**src/rtl/ecc_lockstep_checker.sv**
```systemverilog
// SECDED decode with two lockstep cores. Core A drives the result; any
// disagreement with core B (optionally provoked by inject_en) is a fault that
// falls back to raw data and is counted, made sticky and raised as an irq.
//
// Code layout: Hamming positions 1..N, check bit j at position 2^j
// (parity[j]), data bits fill the non-power-of-two positions in order, and
// parity[PARITY_WIDTH-1] is overall even parity over data and check bits.
module ecc_secded_dec #(
   parameter int DATA_WIDTH   = 69,
   parameter int PARITY_WIDTH = 8
) (
   input  logic [DATA_WIDTH-1:0]   i_data,
   input  logic [PARITY_WIDTH-1:0] i_parity,
   input  logic                    i_bypass,
   output logic [DATA_WIDTH-1:0]   o_mask,
   output logic                    o_sbit,
   output logic                    o_dbit
);
   localparam int HW = PARITY_WIDTH - 1;

   // Hamming position of data bit idx: skip every power of two on the way up.
   function automatic logic [HW-1:0] f_pos(input int idx);
      int p;
      p = idx + 1;
      for (int j = 0; j < HW; j++)
         if ((1 << j) <= p) p++;
      return HW'(p);
   endfunction

   logic [HW-1:0] w_syn;
   logic          w_par;

   // Syndrome is the XOR of the positions of all set bits; overall parity over the whole word.
   always_comb begin
      w_syn = '0;
      for (int i = 0; i < DATA_WIDTH; i++)
         if (i_data[i]) w_syn = w_syn ^ f_pos(i);
      for (int j = 0; j < HW; j++)
         if (i_parity[j]) w_syn = w_syn ^ HW'(1 << j);
      w_par = ^{i_data, i_parity};
   end

   // Odd parity = single error (fix the data bit the syndrome names, if any);
   // even parity with a non-zero syndrome = double error, left uncorrected.
   always_comb begin
      o_mask = '0;
      o_sbit = 1'b0;
      o_dbit = 1'b0;
      if (!i_bypass) begin
         o_sbit = w_par;
         o_dbit = ~w_par & (w_syn != '0);
         for (int i = 0; i < DATA_WIDTH; i++)
            o_mask[i] = w_par & (w_syn == f_pos(i));
      end
   end
endmodule


```
**config.mk**
```make
export PLATFORM = sky130hd
export DESIGN_NAME = ecc_secded_dec
export DESIGN_NICKNAME = d
export VERILOG_FILES = /design/src/rtl/ecc_lockstep_checker.sv
export SDC_FILE = /design/constraint.sdc
export NUM_CORES = 1
export LEC_CHECK = 0
export ABC_AREA = 1
export BUFFER_PORTS_ARGS = -buffer_cell sky130_fd_sc_hd__clkbuf_2
export CORE_AREA = 2 2 114 116
export DETAILED_ROUTE_END_ITERATION = 10
export DIE_AREA = 0 0 116 118
export SLEW_MARGIN = 40
export SYNTH_ARGS = -nofsm -noshare
export SYNTH_HDL_FRONTEND = slang
export SYNTH_SLANG_ARGS = --single-unit
```
**constraint.sdc**
```tcl
create_clock -name vclk -period 1.85
set_input_delay 0 -clock vclk [all_inputs]
set_output_delay 0 -clock vclk [all_outputs]
set_load 0.02 [all_outputs]
```
==> results.cfg <==
[detailed_routing]
wl_per_cell_um = 13.5
first_iter_violations = 173
avgViaCountPerCell = 4.48
finalWirelength_um = 15400
remaining_drc_errors = 0
drt-pass1-iter-count = 4
vias = 5115
ant_nets = 0

[power]
netSwitchingFraction_pct = 60.0
seqPwrFrac_pct = 0
p_leak_nw = 3.86
p_per_area_mw_per_mm2 = 768
p_clk_share_pct = 0
p_int_mw = 2.29
peakVddDrop_mv = 0.611
share_comb_of_total_power_pct = 100.0
power_mw = 5.71
p_switching_mw = 3.43

[floorplanning]
die_area_mm2 = 0.0137
die_w_um = 116
placementRows = 41
start_util_pct = 29.3
die_h_um = 118
io_pins = 149
coreArea_mm2 = 0.0124

[grt]
grtUsageTotal_pct = 20.5
overflow = 0
grt_pass1_vias = 5051
grt_pass1_wl_um = 23200
grt_max_degree = 17
antenna_found_initial = 0

[sta]
min_period_ns = 2.24
rsz0062_at_grt = true
setup_viol = 71
max_freq_mhz = 447
tightest_slew_ns = 0.289
setup_ws_ns = -0.389
hold_viol = 0
slew_headroom_pct = 80.6
whs_ns = 0.444
finalMaxSlewViolations = 0
min_period_over_period_pct = 121

[worst_setup_path]
worst-path-buf-inv = 7
cp-end-kind = output port
worstSetupPathType = in2out
cp_common_cell = nand2_2
cp_data_arrival_time_ns = 2.24
worstSetupStartpointType = input port
slowest_delay_ns = 0.21
crit_family = simple AND/OR/NAND/NOR gates
crit_required_ns = 1.85
path_cells = buf_2 > nand2_2 > buf_4 > nand2_1 > nand2_1 > nand2_1 > nand2_1 > nand2_2 > inv_2 > nand2_2 > nand2_1 > nand3_2 > nand2_2 > nand2_2 > nand2_4 > inv_2 > nand2_4 > nand2_2 > nand4_1 > buf_6 > buf_4 > nor3_2 > buf_4
crit_fanout = 6
critPathSlowestCell = buf_6

[cells_and_area]
fill_cells = 1103
ff_latch_area_um2 = 0
final_util_pct = 59.9
syn_to_final_growth_pct = 105
clkbuf_count = 0
n_antenna_cell = 0
stdcell_count = 1142
fin_nets = 1050
drive_above_1_share_pct = 52.8
flops_and_latches = 0

[synth]
netlist_instances = 705
ys_seq_area_share_pct = 0
syn_area_per_cell_um2 = 5.15
ys_types = 29
syn-cell-area_mm2 = 0.00363
ys_warn_count = 0
syn_nets = 783

[placement]
dp_hpwl_um = 10900
io_buffers = 149
place_inst = 1123
dp_slack_ns = -0.370
gp_congestion = 0.850

[min_path]
hold_path_class = in2out

[clock_tree]
ctsHoldBuffers = 0

[outcome]
status = finished, violations left
violations = negative setup slack

[flow_run]
maxCapViolCount = 0
==> power groups by stage <==
stage / logic, mW / registers [mW] / clock network, mW
floorplan: 2.39 / 0 / 0
global placement: 3.86 / 0 / 0
detailed placement: 3.88 / 0 / 0
CTS: 4.89 / 0 / 0
global route: 6.12 / 0 / 0
finish: 5.71 / 0 / 0
==> synth_stat cells, types with 6 or more instances <==
cell     instances  share of area, %
nand2_1        309                32
inv_1           84               8.7
xnor2_1         62                15
xor2_1          54                13
nand3_1         46               6.3
nor2_1          31               3.2
nor3_1          30               4.1
nor2_2          22               3.8
nand2_2         13               2.2
buf_2           11               1.5
nand4_1          8               1.4
inv_2            6              0.62
==> area by class of cell <==
| class | instances | area [µm²] | share of cell area [%] |
|---|---|---|---|
| Multi-Input combinational cell | 599 | 4320 | 58.1 |
| Tap cell | 172 | 215 | 2.89 |
| Inverter | 90 | 338 | 4.54 |
| Timing Repair Buffer | 281 | 2570 | 34.5 |
==> per-stage QoR <==
stage               setup TNS, ns  instance area (µm²)
floorplan                   -5.49                 3770
global placement           -20.57                 5530
detailed placement         -21.22                 5530
CTS                        -14.98                 6750
global route               -33.87                 7440
finish                     -21.70                 7440
==> path summary, 6_finish.rpt <==
check	from	endpoint	slack (ns)	cells past startpoint
hold / removal	i_bypass	o_dbit	0.44	5
setup / recovery	i_parity[2]	o_mask[27]	-0.39	23
==> cells by family after synthesis <==
family	after synthesis	synth area share (%)
buffers and inverters	106	11.9
XOR/XNOR	122	30.6
AND/OR/NAND/NOR	476	57.0
AO/OA/AOI/OAI	1	0.448
==> metal layers <==
| layer | share of wire [%] | vias to the layer above | GRT usage [%] |
|---|---|---|---|
| met1 | 36 | 2260 | 22.4 |
| met4 | 3.3 | 0 | 4.17 |
| li1 | - | 2650 | - |
| met3 | 4.9 | 38 | 1.60 |
| met2 | 56 | 167 | 41.6 |
| met5 | 0 | - | 0 |
==> timing repair <==
action                                  in CTS  in global routing
pin swaps                                   59                 34
gates cloned                                 2                  2
setup buffers                                9                  9
endpoints found under the setup margin      71                 71
gates resized for setup                    252                207
==> placed cells by master, fill, tap and decap left out, types with 4 or more instances in the layout <==
| cell | count |
|---|---|
| clkbuf_2 | 56 |
| inv_1 | 72 |
| nand3b_1 | 5 |
| clkbuf_4 | 5 |
| nand2_2 | 66 |
| inv_2 | 18 |
| xor2_2 | 18 |
| buf_4 | 117 |
| nor2_4 | 43 |
| nand2_1 | 248 |
| nor2_2 | 4 |
| nor3_4 | 13 |
| nand4_1 | 8 |
| nand2_4 | 9 |
| buf_2 | 5 |
| nor2_1 | 7 |
| xnor2_4 | 4 |
| buf_6 | 46 |
| xor2_1 | 38 |
| xnor2_1 | 46 |
| nand3_1 | 32 |
| nor3_2 | 18 |
| buf_12 | 5 |
| nand3_2 | 11 |
| clkbuf_8 | 15 |
| xnor2_2 | 14 |
| nand3_4 | 5 |
| buf_8 | 28 |
Power figures use the tool's default switching activity.
